**src/rtl/alu_arbiter_pkg.sv**
```systemverilog
// alu_arbiter_pkg: XLEN default, RV32 opcode constants, FSM state enum and supported-opcode check shared by alu_arbiter
package alu_arbiter_pkg;
  localparam int XLEN_DEF = 32;
  localparam logic [6:0] OP_R = 7'b0110011;
  localparam logic [6:0] OP_IMM = 7'b0010011;
  localparam logic [6:0] OP_LOAD = 7'b0000011;
  localparam logic [6:0] OP_STORE = 7'b0100011;
  typedef enum logic [1:0] {IDLE, EXEC, RESP} state_e;
  function automatic logic op_supported(input logic [6:0] op);
    return op inside {OP_R, OP_IMM, OP_LOAD, OP_STORE};
  endfunction
endpackage

```
**src/rtl/alu_arbiter_if.sv**
```systemverilog
// alu_arbiter_if: per-requester req/rsp handshakes plus shared-ALU drive/return; slave = arbiter side, master = requesters and ALU
interface alu_arbiter_if #(parameter int XLEN = 32);
  logic [1:0] req_valid;
  logic [1:0] req_ready;
  logic [1:0][6:0] req_opcode;
  logic [1:0][2:0] req_funct3;
  logic [1:0][6:0] req_funct7;
  logic [1:0][XLEN-1:0] req_rs1;
  logic [1:0][XLEN-1:0] req_rs2;
  logic [1:0][XLEN-1:0] req_imm;
  logic [1:0] rsp_valid;
  logic [1:0] rsp_ready;
  logic [XLEN-1:0] rsp_result;
  logic rsp_non_zero;
  logic rsp_err;
  logic [6:0] alu_opcode;
  logic [2:0] alu_funct3;
  logic [6:0] alu_funct7;
  logic [XLEN-1:0] alu_rs1;
  logic [XLEN-1:0] alu_rs2;
  logic [XLEN-1:0] alu_imm;
  logic [XLEN-1:0] alu_result_in;
  logic alu_non_zero_in;
  modport slave (
    input req_valid, req_opcode, req_funct3, req_funct7, req_rs1, req_rs2, req_imm,
    input rsp_ready, alu_result_in, alu_non_zero_in,
    output req_ready, rsp_valid, rsp_result, rsp_non_zero, rsp_err,
    output alu_opcode, alu_funct3, alu_funct7, alu_rs1, alu_rs2, alu_imm
  );
  modport master (
    output req_valid, req_opcode, req_funct3, req_funct7, req_rs1, req_rs2, req_imm,
    output rsp_ready, alu_result_in, alu_non_zero_in,
    input req_ready, rsp_valid, rsp_result, rsp_non_zero, rsp_err,
    input alu_opcode, alu_funct3, alu_funct7, alu_rs1, alu_rs2, alu_imm
  );
endinterface

```
**src/rtl/alu_arbiter_grant.sv**
```systemverilog
// alu_arbiter_grant: one-hot 2-way grant from valid (in: valid[1:0], last when ALU_ARBITER_RR_EN; out: grant[1:0]); fixed priority to 0 unless ALU_ARBITER_RR_EN
module alu_arbiter_grant (
  input logic [1:0] valid,
`ifdef ALU_ARBITER_RR_EN
  input logic last,
`endif
  output logic [1:0] grant
);
`ifdef ALU_ARBITER_RR_EN
  always_comb grant = &valid ? (last ? 2'b01 : 2'b10) : valid;
`else
  always_comb grant = valid[0] ? 2'b01 : valid;
`endif
endmodule

```
**src/rtl/alu_arbiter.sv**
```systemverilog
// alu_arbiter: IDLE/EXEC/RESP sequencer sharing one ALU between two requesters (ports: clk, rst sync active-high, bus alu_arbiter_if.slave); ALU_ARBITER_RR_EN enables round-robin
module alu_arbiter
  import alu_arbiter_pkg::*;
#(
  parameter int XLEN = XLEN_DEF
) (
  input logic clk,
  input logic rst,
  alu_arbiter_if.slave bus
);
  state_e state;
  logic [1:0] grant;
  logic sel;
  logic gnt_q;
  logic ok;
  logic [XLEN-1:0] res_sel;
`ifdef ALU_ARBITER_RR_EN
  logic last;
  alu_arbiter_grant u_grant (.valid(bus.req_valid), .last(last), .grant(grant));
`else
  alu_arbiter_grant u_grant (.valid(bus.req_valid), .grant(grant));
`endif
  assign sel = grant[1];
  assign ok = op_supported(bus.alu_opcode);
  assign res_sel = ok ? bus.alu_result_in : '0;
  assign bus.req_ready = (state == IDLE && !rst) ? grant : 2'b00;
  always_ff @(posedge clk) begin
    if (rst) begin
      state <= IDLE;
      gnt_q <= 1'b0;
      bus.rsp_valid <= 2'b00;
      bus.rsp_result <= '0;
      bus.rsp_non_zero <= 1'b0;
      bus.rsp_err <= 1'b0;
      bus.alu_opcode <= '0;
      bus.alu_funct3 <= '0;
      bus.alu_funct7 <= '0;
      bus.alu_rs1 <= '0;
      bus.alu_rs2 <= '0;
      bus.alu_imm <= '0;
`ifdef ALU_ARBITER_RR_EN
      last <= 1'b1;
`endif
    end else begin
      case (state)
        IDLE: if (|bus.req_valid) begin
          bus.alu_opcode <= bus.req_opcode[sel];
          bus.alu_funct3 <= bus.req_funct3[sel];
          bus.alu_funct7 <= bus.req_funct7[sel];
          bus.alu_rs1 <= bus.req_rs1[sel];
          bus.alu_rs2 <= bus.req_rs2[sel];
          bus.alu_imm <= bus.req_imm[sel];
          gnt_q <= sel;
`ifdef ALU_ARBITER_RR_EN
          last <= sel;
`endif
          state <= EXEC;
        end
        EXEC: begin
          bus.rsp_result <= res_sel;
          bus.rsp_non_zero <= ok && bus.alu_non_zero_in;
          bus.rsp_err <= !ok;
          bus.rsp_valid <= 2'b01 << gnt_q;
          state <= RESP;
        end
        RESP: if (bus.rsp_ready[gnt_q]) begin
          bus.rsp_valid <= 2'b00;
          state <= IDLE;
        end
        default: state <= IDLE;
      endcase
    end
  end
endmodule

```
**src/flat_wrapper.sv**
```systemverilog
// flat-port wrapper written by rule: the top's interface ports become plain ports
module alu_arbiter_flat import alu_arbiter_pkg::*;
#(
  parameter int XLEN = XLEN_DEF
)
  (clk, rst, bus_req_valid, bus_req_opcode, bus_req_funct3, bus_req_funct7, bus_req_rs1, bus_req_rs2, bus_req_imm, bus_rsp_ready, bus_alu_result_in, bus_alu_non_zero_in, bus_req_ready, bus_rsp_valid, bus_rsp_result, bus_rsp_non_zero, bus_rsp_err, bus_alu_opcode, bus_alu_funct3, bus_alu_funct7, bus_alu_rs1, bus_alu_rs2, bus_alu_imm);
  alu_arbiter_if #(.XLEN(XLEN)) bus_i ();
  input logic clk;
  input logic rst;
  input wire logic [$bits(bus_i.req_valid)-1:0] bus_req_valid;
  input wire logic [$bits(bus_i.req_opcode)-1:0] bus_req_opcode;
  input wire logic [$bits(bus_i.req_funct3)-1:0] bus_req_funct3;
  input wire logic [$bits(bus_i.req_funct7)-1:0] bus_req_funct7;
  input wire logic [$bits(bus_i.req_rs1)-1:0] bus_req_rs1;
  input wire logic [$bits(bus_i.req_rs2)-1:0] bus_req_rs2;
  input wire logic [$bits(bus_i.req_imm)-1:0] bus_req_imm;
  input wire logic [$bits(bus_i.rsp_ready)-1:0] bus_rsp_ready;
  input wire logic [$bits(bus_i.alu_result_in)-1:0] bus_alu_result_in;
  input wire logic [$bits(bus_i.alu_non_zero_in)-1:0] bus_alu_non_zero_in;
  output wire logic [$bits(bus_i.req_ready)-1:0] bus_req_ready;
  output wire logic [$bits(bus_i.rsp_valid)-1:0] bus_rsp_valid;
  output wire logic [$bits(bus_i.rsp_result)-1:0] bus_rsp_result;
  output wire logic [$bits(bus_i.rsp_non_zero)-1:0] bus_rsp_non_zero;
  output wire logic [$bits(bus_i.rsp_err)-1:0] bus_rsp_err;
  output wire logic [$bits(bus_i.alu_opcode)-1:0] bus_alu_opcode;
  output wire logic [$bits(bus_i.alu_funct3)-1:0] bus_alu_funct3;
  output wire logic [$bits(bus_i.alu_funct7)-1:0] bus_alu_funct7;
  output wire logic [$bits(bus_i.alu_rs1)-1:0] bus_alu_rs1;
  output wire logic [$bits(bus_i.alu_rs2)-1:0] bus_alu_rs2;
  output wire logic [$bits(bus_i.alu_imm)-1:0] bus_alu_imm;
  assign bus_i.req_valid = bus_req_valid;
  assign bus_i.req_opcode = bus_req_opcode;
  assign bus_i.req_funct3 = bus_req_funct3;
  assign bus_i.req_funct7 = bus_req_funct7;
  assign bus_i.req_rs1 = bus_req_rs1;
  assign bus_i.req_rs2 = bus_req_rs2;
  assign bus_i.req_imm = bus_req_imm;
  assign bus_i.rsp_ready = bus_rsp_ready;
  assign bus_i.alu_result_in = bus_alu_result_in;
  assign bus_i.alu_non_zero_in = bus_alu_non_zero_in;
  assign bus_req_ready = bus_i.req_ready;
  assign bus_rsp_valid = bus_i.rsp_valid;
  assign bus_rsp_result = bus_i.rsp_result;
  assign bus_rsp_non_zero = bus_i.rsp_non_zero;
  assign bus_rsp_err = bus_i.rsp_err;
  assign bus_alu_opcode = bus_i.alu_opcode;
  assign bus_alu_funct3 = bus_i.alu_funct3;
  assign bus_alu_funct7 = bus_i.alu_funct7;
  assign bus_alu_rs1 = bus_i.alu_rs1;
  assign bus_alu_rs2 = bus_i.alu_rs2;
  assign bus_alu_imm = bus_i.alu_imm;
  alu_arbiter #(.XLEN(XLEN)) u_core (.clk(clk), .rst(rst), .bus(bus_i));
endmodule
```
**config.mk**
```make
export PLATFORM = sky130hd
export DESIGN_NAME = alu_arbiter_flat
export DESIGN_NICKNAME = d
export VERILOG_FILES = /design/src/rtl/alu_arbiter_pkg.sv /design/src/rtl/alu_arbiter_if.sv /design/src/rtl/alu_arbiter_grant.sv /design/src/rtl/alu_arbiter.sv /design/src/flat_wrapper.sv
export SDC_FILE = /design/constraint.sdc
export NUM_CORES = 1
export LEC_CHECK = 0
export BUFFER_PORTS_ARGS = -buffer_cell sky130_fd_sc_hd__buf_2
export CAP_MARGIN = 20
export CORE_AREA = 2 2 162 164
export DETAILED_ROUTE_END_ITERATION = 7
export DIE_AREA = 0 0 164 166
export GPL_TIMING_DRIVEN = 0
export SYNTH_ARGS = -nofsm -noshare
export SYNTH_HDL_FRONTEND = slang
export SYNTH_SLANG_ARGS = --single-unit
```
**constraint.sdc**
```tcl
create_clock -name clk -period 1.5 [get_ports clk]
set_input_delay 0.15 -clock clk [delete_from_list [all_inputs] [get_ports clk]]
set_output_delay 0.15 -clock clk [all_outputs]
set_load 0.01 [all_outputs]
```
==> run summary, run 1 <==
outcome: finished with violations
failing checks: setup timing
Worst-Margin Slew: 558 ps
Die W: 164 µm
Slew Limit Headroom: 0.628
end of the critical path: u_core.bus.rsp_result[4]
Total Wirelength: 33500 µm
clock sink count: 152
htree depth: 4
max-slew violations: 0
pin count of the biggest net entering global routing: 17
sequential area share after synthesis: 0.479
Yosys warnings: 0
Peak VDD IR: 0.567 mV
Root Driver: clkbuf_16
GRT busiest layer: met2
post-place setup slack: -688 ps
number of synthesized register bits: 152
CTS max path bufs: 2
met3 Use GR: 0.0577
met2 Use GR: 0.394
PortBufs: 415
register area: 0.00305 mm²
drt via density: 5.00
global route overflow: 0
final hold slack: 20.4 ps
number of max-cap violations: 0
setup ws final: -102 ps
cts bufs inserted: 17
RR Startpoint: u_core.state[1]
Max Fclk: 624 MHz
FF-to-FF path depth: 5
Final min period: 1600 ps
Distinct cells, synth: 25
Crit. Startpoint: u_core.state[1]
Multi-input gate area: 0.00312 mm²
worst setup skew after layout: 10.6 ps
Startpoint Class: flip-flop
ratio of cells with drive above 1 in the final layout: 0.379
Final Power: 12.8 mW
Post-DRT Antenna Nets: 0
Setup Viol. Count Final: 94
synthesized area per cell: 8.46 µm²
routing usage on met1: 0.247
Crit. End Element: flip-flop
fillers: 2279
die area: 0.0272 mm²
# DRC: 0
vias in the first global route: 9062
DR vias: 9024
Worst EP arrival: 1960 ps
DR pass1 iterations: 6
Syn-to-layout area delta: 101%
Syn Inst Count: 750
die height: 166 µm
CTS tree: done
min-delay worst type: in2reg
RR Endpoint: u_core.bus.rsp_result[4]
clock latency on the worst-skew pair: 420 ps
leak pwr: 5.92 nW
core area: 0.0256 mm²
Final Hold Viols: 0
drt wl/cell: 18.6 µm
initial core utilization: 0.248
post-synthesis net count: 1015
Final Cycle Share: 1.07
Total Routing Usage GR: 0.227
Mapped Area: 0.00635 mm²
RSZ-0062 raised after global routing: true
routability cong.: 0.864
setup slack, reg-to-reg: -100 ps
Clock transition at path regs: 80 ps
first-pass GRT wire length: 48200 µm
# IOs: 416
Pwr per Cell Area: 1010 mW/mm²
peak fanout along the critical path: 10
Iter 0 DRT Violations: 592
hpwl dp: 21000 µm
Nets: 1721
num rows: 59
initial antenna violation count: 2
critical path class: reg2reg
CP Data Required Time: 1860 ps
logic make-up after synthesis:
| group | after synthesis | synth area share |
|---|---|---|
| compound gates | 231 | 0.270 |
| buf+inv | 81 | 0.0576 |
| flops | 152 | 0.479 |
| mux | 1 | 0.00158 |
| simple gates | 285 | 0.191 |
how the worst min path moves through the flow:
stage                          start                   endpoint  slack (ps)  cells after the start
2_1_floorplan       bus_req_valid[0]               u_core.gnt_q         250                      1
3_3_place_gp   bus_alu_result_in[20]  u_core.bus.rsp_result[20]         370                      2
3_5_place_dp    bus_alu_result_in[4]   u_core.bus.rsp_result[4]         370                      2
4_1_cts              bus_req_rs1[40]      u_core.bus.alu_rs1[8]         0.3                      3
5_1_grt              bus_req_imm[53]     u_core.bus.alu_imm[21]          20                      3
6_report             bus_req_rs1[40]      u_core.bus.alu_rs1[8]          20                      3
power by group:
group | internal, mW | switching, mW
combinational | 1.83 | 1.71
clock | 2.54 | 2.03
sequential | 4.46 | 0.264
total | 8.83 | 4.00
cells in the mapped netlist:
library cell | count | area, µm²
a311oi_1 | 76 | 666
nor4_4 | 1 | 21.3
or2_2 | 2 | 12.5
buf_4 | 1 | 7.51
nor3b_1 | 1 | 7.51
or4b_4 | 1 | 13.8
buf_1 | 6 | 22.5
clkbuf_1 | 51 | 191
nand2_1 | 227 | 852
dfxtp_1 | 152 | 3040
a21oi_1 | 80 | 400
buf_2 | 16 | 80.1
nor2b_1 | 3 | 18.8
o21ai_0 | 2 | 10.0
nor2_1 | 8 | 30.0
a211oi_1 | 1 | 7.51
a32oi_1 | 37 | 324
or3_1 | 1 | 6.26
a211o_1 | 2 | 17.5
a22o_1 | 33 | 289
buf_6 | 5 | 56.3
nor3_1 | 3 | 15.0
mux2i_1 | 1 | 10.0
nand2b_1 | 38 | 238
inv_1 | 2 | 7.51
placed cells by master, fill, tap and decap left out, types with 14 or more instances in the layout:
cell type      instances
a21oi_1               80
dlygate4sd3_1        247
clkbuf_1              27
buf_2                423
a311oi_1              62
nand2b_1              37
a311oi_2              14
a32oi_1               31
clkbuf_16             25
buf_4                 16
a22o_1                33
clkbuf_2              16
nand2_1              227
dfxtp_1              149
through the flow:
step           area (µm²)  TNS (ps)   util  std cells
2_1_floorplan        6370     -4620      -        750
3_3_place_gp         8870    -91690  0.346       1500
3_5_place_dp         8870    -87730  0.346       1500
4_1_cts             12300     -6150  0.480       1789
5_1_grt             12700    -11270  0.497       1806
6_report            12700     -5250  0.497       1806
area by class of cell:
type                            instances  share of cell area
Sequential cell                       152               0.240
Multi-Input combinational cell        517               0.245
Clock buffer                           17              0.0334
Antenna cell                            2            0.000393
Timing Repair Buffer                  689               0.393
Inverter                                2            0.000590
Clock inverter                         15              0.0140
Buffer                                 77              0.0418
Tap cell                              335              0.0329
layer usage:
metal	up-vias	part of all wire
met1	4178	0.38
li1	4138	-
met4	0	0.057
met2	563	0.49
met5	-	0
met3	145	0.076
state kept, by name, indices dropped and copies added, names as in the netlist:
| signal | cells |
|---|---|
| u_core.bus.rsp_result | 32 |
| u_core.gnt_q | 1 |
| u_core.bus.alu_imm | 32 |
| u_core.bus.rsp_err | 1 |
| u_core.bus.rsp_valid | 2 |
| u_core.bus.rsp_non_zero | 1 |
| u_core.bus.alu_opcode | 7 |
| u_core.bus.alu_funct3 | 3 |
| u_core.bus.alu_rs2 | 32 |
| u_core.bus.alu_rs1 | 32 |
| u_core.state | 2 |
| u_core.bus.alu_funct7 | 7 |
worst max-delay path, cell delays in order, from the launching register on:
cell,delay (ps)
dfxtp_4,370
or4b_4,530
nor4_4,150
buf_6,180
buf_8,140
a22o_1,160
what timing repair did:
action | CTS | global route
gates resized for setup | 64 | 67
pin swaps | 23 | 9
hold buffers | 247 | 0
gates cloned | 3 | 8
endpoints found under the hold margin | 146 | 0
setup buffers | 9 | 7
setup endpoints to repair | 150 | 130
No activity file was read; power rests on OpenSTA's default activity.
==> inputs of run 2 (changes only) <==
--- a/config.mk
+++ b/config.mk
@@ -10,7 +10,7 @@
 export CORE_AREA = 2 2 162 164
 export DETAILED_ROUTE_END_ITERATION = 7
 export DIE_AREA = 0 0 164 166
-export GPL_TIMING_DRIVEN = 0
+export REMOVE_ABC_BUFFERS = 1
 export SYNTH_ARGS = -nofsm -noshare
 export SYNTH_HDL_FRONTEND = slang
 export SYNTH_SLANG_ARGS = --single-unit
==> run summary, run 2 (synthesis gave the netlist of run 1 again) <==
number of max-cap violations: 0
first-pass GRT wire length: 44300 µm
number of cells on the critical path: 5
Worst EP arrival: 2030 ps
critical path class: reg2reg
ratio of cells with drive above 1 in the final layout: 0.384
switch share: 0.316
cts bufs inserted: 17
num rows: 59
Pwr per Cell Area: 981 mW/mm²
register area: 0.00305 mm²
Comb pwr share: 0.289
# diodes: 0
hpwl dp: 17300 µm
die height: 166 µm
CTS max path bufs: 2
Post-DRT Antenna Nets: 0
Max Fclk: 590 MHz
RSZ-0062 raised after global routing: true
htree depth: 4
Syn-to-layout area delta: 100%
Buffers & Inverters on Critical Path: 2
Clock transition at path regs: 70 ps
Final Power: 12.5 mW
clock sink count: 152
Nets: 1669
# IOs: 416
Final Hold Viols: 0
Root Driver: clkbuf_16
clock latency on the worst-skew pair: 430 ps
sequential cell fraction of total power: 0.377
most frequent cells in the layout: buf_2, dlygate4sd3_1, nand2_1
die area: 0.0272 mm²
initial antenna violation count: 0
placed cells: 1453
pin count of the biggest net entering global routing: 59
FF-to-FF path depth: 5
CP Data Required Time: 1830 ps
global route overflow: 0
max-slew violations: 0
# DRC: 0
delay-heaviest family, CP: simple AND/OR/NAND/NOR gates
drt via density: 5.04
RR Startpoint: u_core.state[0]
Slew Limit Headroom: 0.693
Peak VDD IR: 0.510 mV
vias in the first global route: 8734
DR pass1 iterations: 5
NetSw: 3.95 mW
fillers: 2251
DR vias: 8829
Total Wirelength: 32100 µm
Total Routing Usage GR: 0.203
Multi-input gate area: 0.00315 mm²
crit path max-delay cell type: or3_4
Startpoint Class: flip-flop
peak fanout along the critical path: 19
worst setup skew after layout: 15.3 ps
Crit. End Element: flip-flop
Pint: 8.53 mW
initial core utilization: 0.248
outcome: finished with violations
Final min period: 1700 ps
leak pwr: 5.87 nW
Crit. Startpoint: u_core.state[0]
Setup Viol. Count Final: 125
most common cell after layout, fill and taps aside: buf_2
setup TNS: -9800 ps
setup ws final: -195 ps
min-delay worst type: in2reg
CTS tree: done
Iter 0 DRT Violations: 729
routability cong.: 0.811
Die W: 164 µm
PortBufs: 415
Hold Path Cell Cnt: 3
core area: 0.0256 mm²
hold path start: bus_req_rs2[53]
crit-path cells: or2_4, buf_6, or3_4, buf_12, a32oi_1
drt wl/cell: 18.3 µm
Worst-Margin Slew: 460 ps
Post-Layout Cell Count: 1752
Worst path max stage delay: 490 ps
Clk pwr share: 0.335
Final Cycle Share: 1.13
failing checks: setup timing
-- run 2: cell types whose count changed in the layout (fill, tap and decap cells not counted), sizes merged --
cell         previous run  this run
bufinv                  2         0
dlygate4sd3           247       239
clkinvlp                0         2
clkinv                  2         5
buf                   467       465
inv                    13         8
clkbuf                 69        29
diode                   2         0
-- run 2: worst paths after layout --
check                                  to  slack, ps
setup / recovery   u_core.bus.alu_imm[29]       -200
hold / removal     u_core.bus.alu_rs2[21]         10
setup reg to reg   u_core.bus.alu_imm[29]       -200
hold reg to reg   u_core.bus.rsp_valid[0]        440
-- run 2: what timing repair did --
| action | in CTS | in global routing |
|---|---|---|
| setup buffers | 2 | 7 |
| pin swaps | 10 | 41 |
| endpoints found under the hold margin | 145 | 2 |
| gates resized for setup | 13 | 44 |
| cloned | 3 | 17 |
| setup endpoints to repair | 72 | 148 |
| hold buffers | 237 | 2 |
-- run 2: layer usage --
layer / part of all wire / track usage / up-vias
li1: - / - / 4028
met1: 0.39 / 0.236 / 4140
met2: 0.48 / 0.345 / 575
met3: 0.092 / 0.0542 / 86
met4: 0.042 / 0.0934 / 0
met5: 0 / 0 / -
-- run 2: area by class of cell --
type                       instances  share of cell area
clock buffer                      19              0.0348
clock inverter                    13             0.00885
tap                              335              0.0329
sequential                       152               0.239
multi-input combinational        517               0.248
inverter                           2            0.000984
timing repair buffer             714               0.435
-- run 2: stage by stage --
stage                util  hold slack, ps  area (µm²)  setup WS, ps
floorplan               -             222        5990         -3110
global placement    0.351             366        9000         -92.4
detailed placement  0.351             371        9000          -107
CTS                 0.471           -56.0       12100          -135
global route        0.497            4.05       12700          -223
finish              0.497            13.7       12700          -195
-- run 2: tightest hold or removal path, cell delays in order --
cell	delay, ps
buf_2	100
nand2_1	50
a311oi_1	80
-- run 2: power groups by stage --
stage	Sequential [mW]	Combinational [mW]	Clock, mW
floorplan	4.97	0.937	0
CTS	4.68	3.05	4.28
detailed placement	4.76	2.47	0
global route	4.74	3.82	4.48
finish	4.70	3.60	4.17
global placement	4.76	2.46	0
==> inputs of run 3 (changes only) <==
--- a/config.mk
+++ b/config.mk
@@ -5,12 +5,16 @@
 export SDC_FILE = /design/constraint.sdc
 export NUM_CORES = 1
 export LEC_CHECK = 0
-export BUFFER_PORTS_ARGS = -buffer_cell sky130_fd_sc_hd__buf_2
 export CAP_MARGIN = 20
-export CORE_AREA = 2 2 162 164
+export CELL_PAD_IN_SITES_DETAIL_PLACEMENT = 2
+export CELL_PAD_IN_SITES_GLOBAL_PLACEMENT = 2
+export CORE_AREA = 2 2 160 162
 export DETAILED_ROUTE_END_ITERATION = 7
-export DIE_AREA = 0 0 164 166
+export DIE_AREA = 0 0 162 164
+export DONT_BUFFER_PORTS = 1
+export PLACE_DENSITY_LB_ADDON = 0.1
 export REMOVE_ABC_BUFFERS = 1
+export SLEW_MARGIN = 20
 export SYNTH_ARGS = -nofsm -noshare
 export SYNTH_HDL_FRONTEND = slang
 export SYNTH_SLANG_ARGS = --single-unit
==> run summary, run 3 (synthesis gave the netlist of run 1 again) <==
Syn-to-layout area delta: 62.2%
hold path start: rst
DR pass1 iterations: 4
fin util: 0.415
drt via density: 5.44
initial antenna violation count: 2
FF-to-FF path depth: 4
cts bufs inserted: 17
die area: 0.0266 mm²
# DRC: 0
Pwr per Cell Area: 1210 mW/mm²
Total Wirelength: 36500 µm
global route overflow: 0
first-pass GRT wire length: 45200 µm
PortBufs: 0
most common cell after layout, fill and taps aside: nand2_1
hold path endpoint: u_core.bus.alu_rs1[23]
RR Endpoint: u_core.bus.rsp_result[12]
Peak VDD IR: 0.652 mV
Hold Path Cell Cnt: 1
Setup Viol. Count Final: 98
hpwl dp: 19300 µm
drt wl/cell: 29.2 µm
num rows: 58
CTS max path bufs: 2
leak pwr: 3.74 nW
vias in the first global route: 7341
RR Startpoint: u_core.bus.alu_opcode[6]
peak fanout along the critical path: 33
worst setup skew after layout: 10.5 ps
Slew Limit Headroom: 0.374
max-slew violations: 0
die height: 164 µm
Post-DRT Antenna Nets: 0
number of max-cap violations: 0
Final Cycle Share: 1.09
core area: 0.0248 mm²
initial core utilization: 0.256
Iter 0 DRT Violations: 345
routability cong.: 0.788
most frequent cells in the layout: nand2_1, dfxtp_1, dlygate4sd3_1
Total Routing Usage GR: 0.223
Root Driver: clkbuf_16
min-delay worst type: in2reg
Startpoint Class: flip-flop
failing checks: hold timing, setup timing
CP Data Required Time: 1860 ps
clock latency on the worst-skew pair: 430 ps
final hold slack: -168 ps
clock sink count: 152
critical path class: reg2reg
outcome: finished with violations
CTS tree: done
RSZ-0062 raised after global routing: true
Worst-Margin Slew: 939 ps
ratio of cells with drive above 1 in the final layout: 0.239
htree depth: 4
setup slack, reg-to-reg: -140 ps
DR vias: 6812
Nets: 1172
CTS Hold Bufs: 145
Die W: 162 µm
setup ws final: -138 ps
Crit. End Element: flip-flop
pin count of the biggest net entering global routing: 124
# IOs: 416
Max Fclk: 611 MHz
Final Hold Viols: 81
Clock transition at path regs: 70 ps
Final min period: 1640 ps
Worst EP arrival: 1990 ps
-- run 3: cell types whose count changed in the layout (fill, tap and decap cells not counted), moves of 7 or more --
cell,previous run,this run
dlygate4sd3_1,239,145
a32oi_1,29,15
clkbuf_16,27,34
a21oi_2,0,57
a21oi_1,80,17
a32oi_2,8,21
buf_2,413,0
-- run 3: layer usage --
layer / routed length (µm) / global-route usage / vias to the layer above
met5: 0 / 0 / -
met1: 13100 / 0.233 / 3388
met3: 3200 / 0.0899 / 54
li1: - / - / 3025
met4: 1070 / 0.0688 / 0
met2: 19200 / 0.408 / 345
-- run 3: power by group --
group / internal, mW / total (mW) / switching, mW
clock network: 2.49 / 4.40 / 1.91
logic: 1.55 / 3.01 / 1.45
registers: 4.47 / 5.10 / 0.632
total: 8.51 / 12.5 / 3.99
-- run 3: what timing repair did --
item | 4_1_cts | 5_1_grt
gates cloned | 1 | 30
hold endpoints to repair | 151 | 81
gates resized for setup | 12 | 149
pin swaps | 6 | 91
setup endpoints to repair | 82 | 145
buffers inserted | 6 | 11
-- run 3: how the worst max path moves through the flow --
stage / start / endpoint / slack (ps) / cells past startpoint
floorplan: u_core.state[1] / u_core.bus.alu_funct3[2] / -3110 / 3
global placement: u_core.state[0] / u_core.bus.rsp_non_zero / -110 / 3
detailed placement: u_core.state[0] / u_core.bus.rsp_result[12] / -250 / 3
CTS: u_core.bus.alu_opcode[6] / u_core.bus.rsp_result[12] / -130 / 4
global route: u_core.state[0] / bus_req_ready[0] / -180 / 4
finish: u_core.bus.alu_opcode[6] / u_core.bus.rsp_result[12] / -140 / 4
-- run 3: worst max-delay path, stage by stage (launching register included) --
cell     delay (ps)
dfxtp_1         320
or4b_4          560
nor4_4          280
buf_12          230
a22o_1          180
-- run 3: through the flow --
| stage | TNS (ps) | area [µm²] | power (mW) | cells | setup slack (ps) |
|---|---|---|---|---|---|
| 2_1_floorplan | -374920 | 5990 | 5.90 | 671 | -3110 |
| 3_3_place_gp | -6730 | 6750 | 6.47 | 1028 | -114 |
| 3_5_place_dp | -11350 | 6750 | 6.55 | 1028 | -246 |
| 4_1_cts | -3430 | 8900 | 11.4 | 1212 | -126 |
| 5_1_grt | -14400 | 10300 | 13.0 | 1253 | -183 |
| 6_report | -7300 | 10300 | 12.5 | 1253 | -138 |
-- run 3: area by class of cell --
| type | count | area (µm²) |
|---|---|---|
| Antenna cell | 3 | 7.51 |
| Multi-Input combinational cell | 517 | 3580 |
| Inverter | 2 | 7.51 |
| Timing Repair Buffer | 217 | 2660 |
| Fill cell | 2602 | 14500 |
| Tap cell | 330 | 413 |
| Sequential cell | 152 | 3050 |
| Clock inverter | 12 | 143 |
| Clock buffer | 20 | 437 |
